**config.mk**
```make
export PLATFORM = sky130hd
export DESIGN_NAME = bram_loader_flat
export DESIGN_NICKNAME = d
export VERILOG_FILES = /design/src/rtl/bram_loader_pkg.sv /design/src/rtl/bram_loader_if.sv /design/src/rtl/bram_loader_byte_packer.sv /design/src/rtl/bram_loader.sv /design/src/flat_wrapper.sv
export SDC_FILE = /design/constraint.sdc
export NUM_CORES = 1
export LEC_CHECK = 0
export BUFFER_PORTS_ARGS = -buffer_cell sky130_fd_sc_hd__buf_2
export CORE_ASPECT_RATIO = 1.2
export CORE_MARGIN = 2
export CORE_UTILIZATION = 45
export CTS_BUF_LIST = sky130_fd_sc_hd__clkbuf_4 sky130_fd_sc_hd__clkbuf_8 sky130_fd_sc_hd__clkbuf_16
export CTS_CLUSTER_DIAMETER = 80
export DETAILED_ROUTE_END_ITERATION = 7
export PLACE_DENSITY = 0.73
export SYNTH_ARGS = -nofsm -noshare
export SYNTH_HDL_FRONTEND = slang
export SYNTH_HIERARCHICAL = 1
export SYNTH_SLANG_ARGS = --single-unit
```
**constraint.sdc**
```tcl
create_clock -name clk -period 3.8 [get_ports clk]
set_input_delay 0.57 -clock clk [delete_from_list [all_inputs] [get_ports clk]]
set_output_delay 0.57 -clock clk [all_outputs]
set_load 0.01 [all_outputs]
```
**src/rtl/bram_loader_pkg.sv**
```systemverilog
// bram_loader_pkg: shared definitions for the BRAM byte-stream loader.
//   state_t        : loader FSM encoding (IDLE/COLLECT/WRITE/DONE, 2 bits)
//   BYTES_PER_WORD : bytes packed into one 32-bit RAM word
//   LANE_W         : width of a byte-lane index
//   addr_width()   : word-address width for a given RAM depth
package bram_loader_pkg;

  typedef enum logic [1:0] {
    S_IDLE    = 2'd0,
    S_COLLECT = 2'd1,
    S_WRITE   = 2'd2,
    S_DONE    = 2'd3
  } state_t;

  localparam int unsigned BYTES_PER_WORD = 4;
  localparam int unsigned LANE_W         = $clog2(BYTES_PER_WORD);

  function automatic int unsigned addr_width(input int unsigned words);
    return (words > 1) ? $clog2(words) : 1;
  endfunction

endpackage

```
**src/rtl/bram_loader_if.sv**
```systemverilog
// bram_loader_if: byte-stream input and RAM write-port handshakes of the loader.
//   in_valid/in_ready/in_data                   : byte stream into the loader
//   mem_valid/mem_ready/mem_addr/mem_wdata/mem_wstrb : word writes to the RAM
// Modports:
//   master : the loader side (drives in_ready and all mem_* requests)
//   slave  : the environment side (byte source and RAM write port)
interface bram_loader_if
  import bram_loader_pkg::*;
#(
  parameter int unsigned AW = 8
);
  logic                          in_valid;
  logic                          in_ready;
  logic [7:0]                    in_data;
  logic                          mem_valid;
  logic                          mem_ready;
  logic [AW-1:0]                 mem_addr;
  logic [8*BYTES_PER_WORD-1:0]   mem_wdata;
  logic [BYTES_PER_WORD-1:0]     mem_wstrb;

  modport master (
    input  in_valid, in_data, mem_ready,
    output in_ready, mem_valid, mem_addr, mem_wdata, mem_wstrb
  );

  modport slave (
    output in_valid, in_data, mem_ready,
    input  in_ready, mem_valid, mem_addr, mem_wdata, mem_wstrb
  );
endinterface

```
**src/rtl/bram_loader_byte_packer.sv**
```systemverilog
// bram_byte_packer: accumulates bytes little-endian into one 32-bit word.
//   clk, reset : clock and synchronous active-high reset
//   clear      : empty the word (lane 0, no strobes, data zero)
//   load       : place data into the current lane and advance the lane
//   data       : byte to place
//   wdata      : packed word, unwritten lanes read as zero
//   strb       : one bit per written lane
//   last_lane  : current lane is the final lane of the word
module bram_byte_packer
  import bram_loader_pkg::*;
(
  input  logic                          clk,
  input  logic                          reset,
  input  logic                          clear,
  input  logic                          load,
  input  logic [7:0]                    data,
  output logic [8*BYTES_PER_WORD-1:0]   wdata,
  output logic [BYTES_PER_WORD-1:0]     strb,
  output logic                          last_lane
);

  logic [LANE_W-1:0] lane;

  always_ff @(posedge clk) begin
    if (reset || clear) begin
      lane  <= '0;
      wdata <= '0;
      strb  <= '0;
    end else if (load) begin
      wdata[8*lane +: 8] <= data;
      strb[lane]         <= 1'b1;
      lane               <= lane + LANE_W'(1);
    end
  end

  assign last_lane = (lane == LANE_W'(BYTES_PER_WORD - 1));

endmodule

```
**src/rtl/bram_loader.sv**
```systemverilog
// bram_loader: fills the on-chip RAM from a byte stream at runtime.
// Bytes are packed little-endian into 32-bit words and written with byte
// strobes; a short final word carries strobes only for its written lanes.
//   clk, reset  : clock and synchronous active-high reset
//   start       : one-cycle pulse, latches start_addr/len (ignored while busy)
//   start_addr  : first word address
//   len         : byte count of the load (0 is legal)
//   bus         : bram_loader_if.master (byte stream in, RAM write port out)
//   busy        : high from the cycle after start until done
//   done        : one-cycle pulse at end of load
//   checksum    : 32-bit word-sum of the load
// Build option: define BRAM_LOADER_CHECKSUM_EN to accumulate checksum;
// otherwise checksum is tied to zero and no adder is built.
module bram_loader
  import bram_loader_pkg::*;
#(
  parameter  int unsigned WORDS = 256,
  localparam int unsigned AW    = addr_width(WORDS)
)(
  input  logic             clk,
  input  logic             reset,
  input  logic             start,
  input  logic [AW-1:0]    start_addr,
  input  logic [15:0]      len,
  bram_loader_if.master    bus,
  output logic             busy,
  output logic             done,
  output logic [31:0]      checksum
);

  state_t        state;
  logic [AW-1:0] addr;
  logic [15:0]   remaining;
  logic          mem_valid_q;

  logic          accept;
  logic          write_done;
  logic          start_load;
  logic          pk_last;
  logic [31:0]   pk_wdata;
  logic [3:0]    pk_strb;

  assign start_load = (state == S_IDLE) && start;
  assign accept     = (state == S_COLLECT) && bus.in_valid;
  assign write_done = (state == S_WRITE) && bus.mem_ready;

  bram_byte_packer u_packer (
    .clk       (clk),
    .reset     (reset),
    .clear     (start_load || write_done),
    .load      (accept),
    .data      (bus.in_data),
    .wdata     (pk_wdata),
    .strb      (pk_strb),
    .last_lane (pk_last)
  );

  // in_ready decodes state only; every other output is a register.
  assign bus.in_ready  = (state == S_COLLECT);
  assign bus.mem_valid = mem_valid_q;
  assign bus.mem_addr  = addr;
  assign bus.mem_wdata = pk_wdata;
  assign bus.mem_wstrb = pk_strb;

  always_ff @(posedge clk) begin
    if (reset) begin
      state       <= S_IDLE;
      addr        <= '0;
      remaining   <= '0;
      mem_valid_q <= 1'b0;
      busy        <= 1'b0;
      done        <= 1'b0;
    end else begin
      done <= 1'b0;
      unique case (state)
        S_IDLE: begin
          if (start) begin
            addr      <= start_addr;
            remaining <= len;
            busy      <= 1'b1;
            state     <= (len == 16'd0) ? S_DONE : S_COLLECT;
          end
        end
        S_COLLECT: begin
          if (bus.in_valid) begin
            remaining <= remaining - 16'd1;
            if (pk_last || remaining == 16'd1) begin
              mem_valid_q <= 1'b1;
              state       <= S_WRITE;
            end
          end
        end
        S_WRITE: begin
          if (bus.mem_ready) begin
            mem_valid_q <= 1'b0;
            addr        <= (addr == AW'(WORDS - 1)) ? '0 : addr + AW'(1);
            if (remaining == 16'd0) begin
              // done is raised on the final handshake so it lands in the
              // cycle right after it, in step with busy falling.
              done  <= 1'b1;
              busy  <= 1'b0;
              state <= S_DONE;
            end else begin
              state <= S_COLLECT;
            end
          end
        end
        S_DONE: begin
          // Arriving from WRITE, done is already high and now ends. Arriving
          // straight from a zero-length start, done is low and fires now,
          // two cycles after the start pulse.
          done  <= ~done;
          busy  <= 1'b0;
          state <= S_IDLE;
        end
      endcase
    end
  end

`ifdef BRAM_LOADER_CHECKSUM_EN
  logic [31:0] sum;

  always_ff @(posedge clk) begin
    if (reset || start_load) begin
      sum <= '0;
    end else if (write_done) begin
      sum <= sum + pk_wdata;
    end
  end

  assign checksum = sum;
`else
  assign checksum = '0;
`endif

endmodule

```
**src/flat_wrapper.sv**
```systemverilog
// flat-port wrapper written by rule: the top's interface ports become plain ports
module bram_loader_flat import bram_loader_pkg::*;
#(
  parameter  int unsigned WORDS = 256,
  localparam int unsigned AW    = addr_width(WORDS)
)
  (clk, reset, start, start_addr, len, busy, done, checksum, bus_in_valid, bus_in_data, bus_mem_ready, bus_in_ready, bus_mem_valid, bus_mem_addr, bus_mem_wdata, bus_mem_wstrb);
  bram_loader_if #(.AW(8)) bus_i ();
  input  logic clk;
  input  logic reset;
  input  logic start;
  input  logic [AW-1:0] start_addr;
  input  logic [15:0] len;
  output logic busy;
  output logic done;
  output logic [31:0] checksum;
  input wire logic [$bits(bus_i.in_valid)-1:0] bus_in_valid;
  input wire logic [$bits(bus_i.in_data)-1:0] bus_in_data;
  input wire logic [$bits(bus_i.mem_ready)-1:0] bus_mem_ready;
  output wire logic [$bits(bus_i.in_ready)-1:0] bus_in_ready;
  output wire logic [$bits(bus_i.mem_valid)-1:0] bus_mem_valid;
  output wire logic [$bits(bus_i.mem_addr)-1:0] bus_mem_addr;
  output wire logic [$bits(bus_i.mem_wdata)-1:0] bus_mem_wdata;
  output wire logic [$bits(bus_i.mem_wstrb)-1:0] bus_mem_wstrb;
  assign bus_i.in_valid = bus_in_valid;
  assign bus_i.in_data = bus_in_data;
  assign bus_i.mem_ready = bus_mem_ready;
  assign bus_in_ready = bus_i.in_ready;
  assign bus_mem_valid = bus_i.mem_valid;
  assign bus_mem_addr = bus_i.mem_addr;
  assign bus_mem_wdata = bus_i.mem_wdata;
  assign bus_mem_wstrb = bus_i.mem_wstrb;
  bram_loader #(.WORDS(WORDS)) u_core (.clk(clk), .reset(reset), .start(start), .start_addr(start_addr), .len(len), .bus(bus_i), .busy(busy), .done(done), .checksum(checksum));
endmodule
```
# Word-level counts from Yosys, hierarchy flattened
# Cells that the tools add are included.
[word_totals] register_bits=67 input_bits=37 output_inout_bits=80
[classes] add_sub_neg=4 order_cmp=2 eq_ne=11 shifts=2 mux=28 n_bitwise=2 reduce_logical=19
[op_table] operator="negation 5 -> 34 bit" n=1
[op_table] operator="variable shift 8 x 34 -> 32 bit (first input constant)" n=1
[op_table] operator="variable part select 8 x 34 -> 32 bit" n=1
[op_table] operator="bitwise mux 32 bit" n=1
[op_table] operator="logical NOT 16 bit" n=2
[op_table] operator="two-way mux 16 bit" n=2
[op_table] operator="case mux 16 bit (2 select lines)" n=1
[op_table] operator="two-way mux 8 bit" n=3
[op_table] operator="== test 16 x 1 -> 1 bit (second input constant)" n=1
[op_table] operator="case mux 8 bit (2 select lines)" n=1
[op_table] operator="subtractor 16 x 1 -> 16 bit (second input constant)" n=1
[op_table] operator="two-way mux 2 bit" n=6
[op_table] operator="AND reduction 4 bit" n=3
[op_table] operator="two-way mux 1 bit" n=9
[op_table] operator="adder 8 x 1 -> 8 bit (second input constant)" n=1
[op_table] operator="== test 8 bit (second input constant)" n=1
[op_table] operator="inequality test 2 bit (second input constant)" n=4
[op_table] operator="case mux 2 bit (4 select lines)" n=1
[op_table] operator="== test 2 bit (second input constant)" n=3
[op_table] operator="AND reduction 3 bit" n=2
[op_table] operator="nonzero test 2 bit" n=3
[op_table] operator="logical AND 1 bit" n=4
[op_table] operator="bitwise OR 4 bit" n=1
[op_table] operator="case mux 1 bit (2 select lines)" n=2
[op_table] operator="other kinds (11)" n=13

# Depth between registers and ports, before layout
# Gate-level depths: netlist (run 1).
[depth] word_depth=5 ltp_mapped=9 ltp_nobuf=7

# Modules after synthesis
# The synthesis (run 1) kept the hierarchy.
[by_module_without_submodules] mod="bram_loader" instances=1 cells_per_inst=277 area_per_inst_um2=2165.8
[by_module_without_submodules] mod="bram_byte_packer" instances=1 cells_per_inst=167 area_per_inst_um2=1557.7

# Least setup slack after synthesis (run 1)
# OpenSTA, ideal clock, no wires.
[synth_path] kind="flip-flop to flip-flop" startpoint="register u_core.u_packer.lane[0]" endpoint="register u_core.u_packer.wdata[16]" arrival_time_ns=1.678 required_time_ns=3.683 slack_ns=2.004 path_stages_with_launch=8 path_cell_list="dfxtp_1 > inv_1 > ha_1 > and2_1 > buf_6 > and4_4 > buf_6 > a32o_1"
[synth_via] elab_chain_len=3 elab_cells_between_ends=4 classes_between="1 x add/sub; 2 x shift; 1 x mux"
[synth_rtl] item="start, declared" line_no="bram_loader_byte_packer.sv:22" source="logic [LANE_W-1:0] lane;"
[synth_rtl] item="start signal, assigned" line_no="bram_loader_byte_packer.sv:32" source="lane <= lane + LANE_W'(1);"
[synth_rtl] item="negation 5 -> 34 bit (*)" line_no="bram_loader_byte_packer.sv:30" source="wdata[8*lane +: 8] <= data;"
[synth_rtl] item="variable part select 8 x 34 -> 32 bit or variable shift 8 x 34 -> 32 bit (tied branches)" line_no="bram_loader_byte_packer.sv:30"
[synth_rtl] item="bitwise mux 32 bit (*)" line_no="bram_loader_byte_packer.sv:30"
[synth_rtl] item="end signal, assigned by index" line_no="bram_loader_byte_packer.sv:30"
[synth_rtl] item="end, declared" line_no="bram_loader_byte_packer.sv:17" source="output logic [8*BYTES_PER_WORD-1:0] wdata,"
# Mark *: on every way between the ends. The rest lies on a longest branch, timed or not.
# A chain may end at the register's enable or synchronous reset.

# Worst setup path in the final report (run 1)
[layout_path] startpoint="register u_core.state[0]" endpoint="register u_core.u_packer.wdata[18]"
[layout_via] elab_cells_between_ends=8 classes_between="2 x eq/ne; 6 x reduce/logical"
[layout_rtl] item="start, declared" line_no="bram_loader.sv:31" source="state_t state;"
[layout_rtl] item="start signal, assigned" line_no="bram_loader.sv:81" source="state <= (len == 16'd0) ? S_DONE : S_COLLECT;"
[layout_rtl] item="== test 2 x 1 -> 1 bit" line_no="bram_loader.sv:44" source="assign accept = (state == S_COLLECT) && bus.in_valid;"
[layout_rtl] item="logical AND 1 bit" line_no="bram_loader.sv:44"
[layout_rtl] item="named net u_core.accept" line_no="bram_loader.sv:36" source="logic accept;"
# The timed path passes the listed nets, and every way through them passes these cells.

==> flow_summary.json, run 1 <==
{
  "crit_path_end_kind": "flip-flop",
  "cts_buffer_depth": 2,
  "dp_hpwl_mm": 6.62,
  "wl_per_cell_um": 14.9,
  "drt_wl_total_mm": 9.14,
  "holdBufCountCts": 0,
  "firstDrtPassIters": 5,
  "maxCapViolCount": 0,
  "status": "finished clean",
  "hold_viol_final": 0,
  "skew_ps": 6.94,
  "dr.first_iter.drc_count": 201,
  "cts_tree": "done",
  "cts.sinks": 67,
  "antenna_found_initial": 0,
  "rsz0062_at_grt": "false",
  "cts.htree.levels": 3,
  "gp_congestion": 0.880,
  "portBuffers": 84,
  "total_power_mw": 1.79,
  "worstSetupStartpointType": "flip-flop",
  "cts_buffers": 9,
  "num_rows": 36,
  "dieArea_um2": 9020,
  "worstPathMaxFanout": 21,
  "final_antenna_net_count": 0,
  "grt.overflow.total": 0,
  "grt_pass1_vias": 3082,
  "clk_latency_ps": 350,
  "yosys.cell_types.count": 64,
  "setup_violations": 0,
  "syn_area_per_cell_um2": 8.39,
  "start_util": 0.462,
  "clk_pin_slew_ps": 80,
  "cts_resized": 0,
  "relSlewSlack": 0.415,
  "drc": 0,
  "antenna_cells": 0,
  "layout_common_cells": "buf_2, dfxtp_1, a21oi_1",
  "final_common_cell": "buf_2",
  "fmax_ghz": 0.355,
  "cts-root-buf": "clkbuf_8",
  "cp.required_ps": 4090,
  "period_needed_ps": 2820,
  "worst_hold_path_type": "reg2reg",
  "worst_slew_pin_slew_ps": 874,
  "cts_setup_buffers": 0,
  "ir_drop_uv": 244,
  "critPathArrivalTime_ps": 3110,
  "whs_path_depth": 2,
  "vias_per_cell": 5.67,
  "grt.total_usage": 0.201,
  "stdcell_area_um2": 4210,
  "ys_ff_latch": 67,
  "p_leak_nw": 1.76,
  "yosysWarnings": 6,
  "die_height_um": 104,
  "final.setup.tns_ps": 0,
  "synthFlopType": "dfxtp_1",
  "path_class": "reg2reg",
  "core_area_um2": 8060,
  "area_growth_syn_to_layout_pct": 13.1,
  "io_pins": 117,
  "syn_area_um2": 3720,
  "grt_max_degree": 32,
  "powerDensity_nw_per_um2": 424,
  "die_w_um": 87.0,
  "finalMaxSlewViolations": 0,
  "synth_seq_area_share": 0.360,
  "syn_inst": 444,
  "min_period_over_period": 0.742,
  "ys_async_sr_fraction": 0,
  "nNetsFinal": 562,
  "place_area_um2": 3960,
  "synth_enable_flop_cells": 0,
  "drive_gt1_frac": 0.232,
  "rr_worst_depth": 7,
  "via_count": 3476,
  "grt_pass1_wl_mm": 14.8
}
state kept, by name, indices dropped and copies added (netlist names):
name                   count
u_core/busy                1
u_core/state               2
u_core/bus.mem_addr        8
u_core/bus.mem_valid       1
u_core/done                1
u_core/u_packer/wdata     32
u_core/u_packer/lane       2
u_core/u_packer/strb       4
u_core/remaining          16
final cells by class:
| cell class | count | area [um^2] |
|---|---|---|
| clock buffers | 10 | 138 |
| well taps | 95 | 119 |
| repair buffers | 86 | 435 |
| fillers | 766 | 3850 |
| clock inverters | 6 | 111 |
| multi-input cells | 333 | 2010 |
| flip-flops and latches | 67 | 1340 |
| inverters | 16 | 60.1 |
Yosys cell counts (2+ instances only):
cell type  count  share of area
a31o_2         2         0.0047
ha_1          12          0.040
mux2_2         3         0.0091
inv_1         14          0.014
nand2_1       44          0.044
nor4_1         8          0.013
nor2b_1        6          0.010
inv_2          2         0.0020
nand2b_1       5         0.0084
a221oi_1       2         0.0047
or3_1          2         0.0034
nor2_1        23          0.023
o21ai_0       22          0.030
buf_4         35          0.071
a22oi_1        2         0.0040
and2_1         5         0.0084
a21oi_1       51          0.069
dfxtp_1       67           0.36
clkbuf_1       8         0.0081
o22ai_1        2         0.0034
a32o_1         9          0.024
nand4_1       29          0.049
buf_6          9          0.027
nand3_1        6         0.0081
nor3_1         8          0.011
buf_2          4         0.0054
and4_1         5          0.012
and3_1         3         0.0050
o31a_1         3         0.0071
nor4b_1        2         0.0047
mux2i_1        2         0.0054
a21o_1         2         0.0040
a31oi_1        5         0.0084
or4_1          3         0.0060
a211oi_1      10          0.020
critical path: stages, from the launching register on:
cell	delay (ps)
dfxtp_1	530
nand2b_1	450
inv_2	430
nand2_1	120
inv_1	330
and2_1	390
and4_4	340
a32o_1	180
cell families (layout without fill, tap and decap cells):
family | after synthesis | count (layout) | share of synthesized area
DFF | 67 | 67 | 0.360
xor gates and xnor gates | 1 | 1 | 0.00235
buffers and inverters | 75 | 118 | 0.132
and+or+nand+nor | 163 | 163 | 0.248
muxes | 5 | 5 | 0.0144
other | 1 | 32 | 0.00101
adders and majority gates | 12 | 12 | 0.0403
AOI/OAI and AO/OA | 120 | 120 | 0.201
per-layer routing:
| metal | wire [um] | GRT usage | vias to the layer above | share of wire |
|---|---|---|---|---|
| met5 | 0 | 0 | - | 0 |
| met4 | 187 | 0.0882 | 0 | 0.020 |
| met3 | 627 | 0.0319 | 14 | 0.069 |
| met2 | 4400 | 0.329 | 149 | 0.48 |
| met1 | 3930 | 0.258 | 1615 | 0.43 |
| li1 | - | - | 1698 | - |
where the power goes:
part           total, mW  internal, mW  switching [mW]
clock              0.749         0.455           0.294
combinational      0.269        0.0990           0.170
sequential         0.768         0.730          0.0377
worst paths after layout:
path | slack [ps] | to | from
worst min-delay path | 450 | u_core/u_packer/wdata[26] | u_core/u_packer/wdata[26]
worst max register to register | 980 | u_core/u_packer/wdata[18] | u_core/state[0]
worst min register to register | 450 | u_core/u_packer/wdata[26] | u_core/u_packer/wdata[26]
worst max-delay path | 980 | u_core/u_packer/wdata[18] | u_core/state[0]
through the flow:
stage,hold WS [ps],worst slack [ps],utilization,cells
after floorplan,473,2000,-,475
after global placement,441,1120,0.491,597
after detailed placement,444,1050,0.491,597
after CTS,454,1030,0.522,613
after global routing,479,652,0.522,613
final,454,980,0.522,613
Note: power is estimated with default switching activity, not from simulation.
==> run 2: changes to the inputs <==
ABC_AREA = 1   (was not set)
PLACE_DENSITY = 0.72   (was 0.73)
clock period = 2.9 ns   (was 3.8 ns; I/O delays follow)
==> flow_summary.json, run 2 <==
{
  "cts-root-buf": "clkbuf_8",
  "reg2reg_from": "u_core/state[1]",
  "io_pins": 117,
  "relSlewSlack": 0.504,
  "grt_util_met1": 0.248,
  "worst_hold_path_type": "in2reg",
  "seqPwrFrac": 0.420,
  "largest_reg_flops": 32,
  "synth_enable_flop_cells": 0,
  "firstDrtPassIters": 4,
  "yosys.area.top_type": "dfxtp_1",
  "crit_start": "u_core/state[1]",
  "clock_power_share": 0.329,
  "top_register": "u_core/u_packer/wdata",
  "crit_path_end_kind": "flip-flop",
  "die_height_um": 106,
  "cp.required_ps": 3100,
  "ir_drop_uv": 344,
  "p_leak_nw": 2.24,
  "drc": 0,
  "final_antenna_net_count": 0,
  "fmax_ghz": 0.460,
  "yosysWarnings": 6,
  "synthFlopType": "dfxtp_1",
  "critPathArrivalTime_ps": 2370,
  "cts_resized": 0,
  "ys_async_sr_fraction": 0,
  "worstSetupStartpointType": "flip-flop",
  "grt_busiest_layer": "met2",
  "hold_ws_ps": 352,
  "via_count": 3816,
  "status": "finished clean",
  "die_w_um": 89.1,
  "p_int_mw": 1.60,
  "final_common_cell": "nand2_1",
  "grt.overflow.total": 0,
  "cts_setup_buffers": 0,
  "total_power_mw": 2.50,
  "period_needed_ps": 2180,
  "r2r_slack_ps": 720,
  "synth.most_common_cell": "nand2_1",
  "layout_common_cells": "nand2_1, buf_2, dfxtp_1",
  "dieArea_um2": 9440,
  "wl_per_cell_um": 12.3,
  "gp_congestion": 0.879,
  "syn_inst": 577,
  "min_period_over_period": 0.750,
  "min_from": "start_addr[2]",
  "syn_area_um2": 3910,
  "cts_buffer_depth": 2,
  "worst_slew_pin_slew_ps": 743,
  "fill_cells": 902,
  "finalMaxSlewViolations": 0,
  "grt.total_usage": 0.208,
  "clk_pin_slew_ps": 80,
  "final.setup.tns_ps": 0,
  "powerDensity_nw_per_um2": 560,
  "cts.sinks": 67,
  "antenna_cells": 0,
  "area_growth_syn_to_layout_pct": 14.2,
  "rsz0062_at_grt": "false",
  "drt_wl_total_mm": 9.57,
  "syn_area_per_cell_um2": 6.77,
  "power_switching_uw": 898,
  "vias_per_cell": 4.90,
  "ys_ff_latch": 67,
  "yosys.cell_types.count": 32,
  "worstPathMaxFanout": 24,
  "drive_gt1_frac": 0.193,
  "met3_usage": 0.0419,
  "clk_latency_ps": 350,
  "setup_violations": 0,
  "grt_pass1_vias": 3577,
  "yosys-top-cells-count": "nand2_1, dfxtp_1, inv_1",
  "synth_seq_area_share": 0.343,
  "grt_pass1_wl_mm": 15.7,
  "maxCapViolCount": 0,
  "dp_hpwl_mm": 7.22,
  "skew_ps": 8.43,
  "grt_max_degree": 27,
  "ys_top_cells_by_area": "dfxtp_1, nand2_1, a21oi_1, buf_4, inv_1",
  "start_util": 0.459,
  "cts.htree.levels": 3,
  "hold_viol_final": 0,
  "num_rows": 37,
  "nNetsFinal": 706,
  "cts_buffers": 9,
  "core_area_um2": 8520,
  "met2_usage": 0.358,
  "antenna_found_initial": 0,
  "path_class": "reg2reg",
  "yosysTopAreaCellShare": 0.343,
  "dr.first_iter.drc_count": 153,
  "comb_power_share": 0.250,
  "switching_share": 0.360,
  "holdBufCountCts": 0,
  "cts_tree": "done",
  "portBuffers": 84
}
==> run 2: changes by cell type after synthesis, sizes merged, moves of 6 or more <==
cell	delta
nand3	+31
clkbuf	-8
nor2b	-6
nor2	+41
and4	-6
nor4	-10
nor3	-6
a211oi	-9
nand4	-25
a32o	-9
o21ai	+25
nand2	+105
inv	+51
==> run 2: layout make-up <==
class,instances,area (um^2),share of cell area
multi-input combinational,427,2090,0.468
sequential,67,1340,0.301
timing repair buffer,85,428,0.0959
inverter,67,251,0.0564
tap,117,146,0.0328
clock buffer,9,124,0.0278
clock inverter,7,81.3,0.0182
==> run 2: path summary, 6_finish.rpt <==
| kind | to | depth (start not counted) |
|---|---|---|
| worst max-delay path | u_core/u_packer/wdata[7] | 7 |
| worst min-delay path | u_core/bus.mem_addr[2] | 3 |
| worst max register to register | u_core/u_packer/wdata[7] | 7 |
| worst min register to register | u_core/u_packer/wdata[6] | 2 |
==> run 2: power groups by stage <==
stage	Sequential [mW]	Clock, mW	Combinational [mW]
2_1_floorplan	1.06	0	0.506
3_3_place_gp	1.07	0	0.608
3_5_place_dp	1.07	0	0.616
4_1_cts	1.05	0.839	0.619
5_1_grt	1.06	0.877	0.710
6_report	1.05	0.822	0.625
==> run 2: worst max-delay path, stage by stage, from the launching register on <==
cell     delay (ps)
dfxtp_1         460
inv_1           130
nor2_4          270
nand2_2         140
nand2_4         180
nor2_2          150
inv_1           580
a21oi_1         110
==> run 2: layer usage <==
layer / vias to the layer above / wire [um] / share of wire
met3: 15 / 578 / 0.060
met1: 1737 / 4140 / 0.43
met5: - / 0 / 0
met4: 0 / 195 / 0.020
met2: 119 / 4650 / 0.49
li1: 1945 / - / -
==> run 2: cells by family (layout without fill, tap and decap cells) <==
kind of cell	count (synthesis)	in the layout	synth area share
buffers and inverters	114	168	0.152
AOI/OAI and AO/OA	114	114	0.152
and+or+nand+nor	265	265	0.304
adders and majority gates	12	12	0.0384
other	1	32	0.000960
DFF	67	67	0.343
xor gates and xnor gates	4	4	0.00897
==> run 2: through the flow <==
| step | worst slack (ps) | instances | instance area, um^2 | utilization |
|---|---|---|---|---|
| 2_1_floorplan | 1190 | 608 | 4020 | - |
| 3_3_place_gp | 914 | 763 | 4260 | 0.500 |
| 3_5_place_dp | 781 | 763 | 4260 | 0.500 |
| 4_1_cts | 778 | 779 | 4460 | 0.524 |
| 5_1_grt | 534 | 779 | 4460 | 0.524 |
| 6_report | 724 | 779 | 4460 | 0.524 |
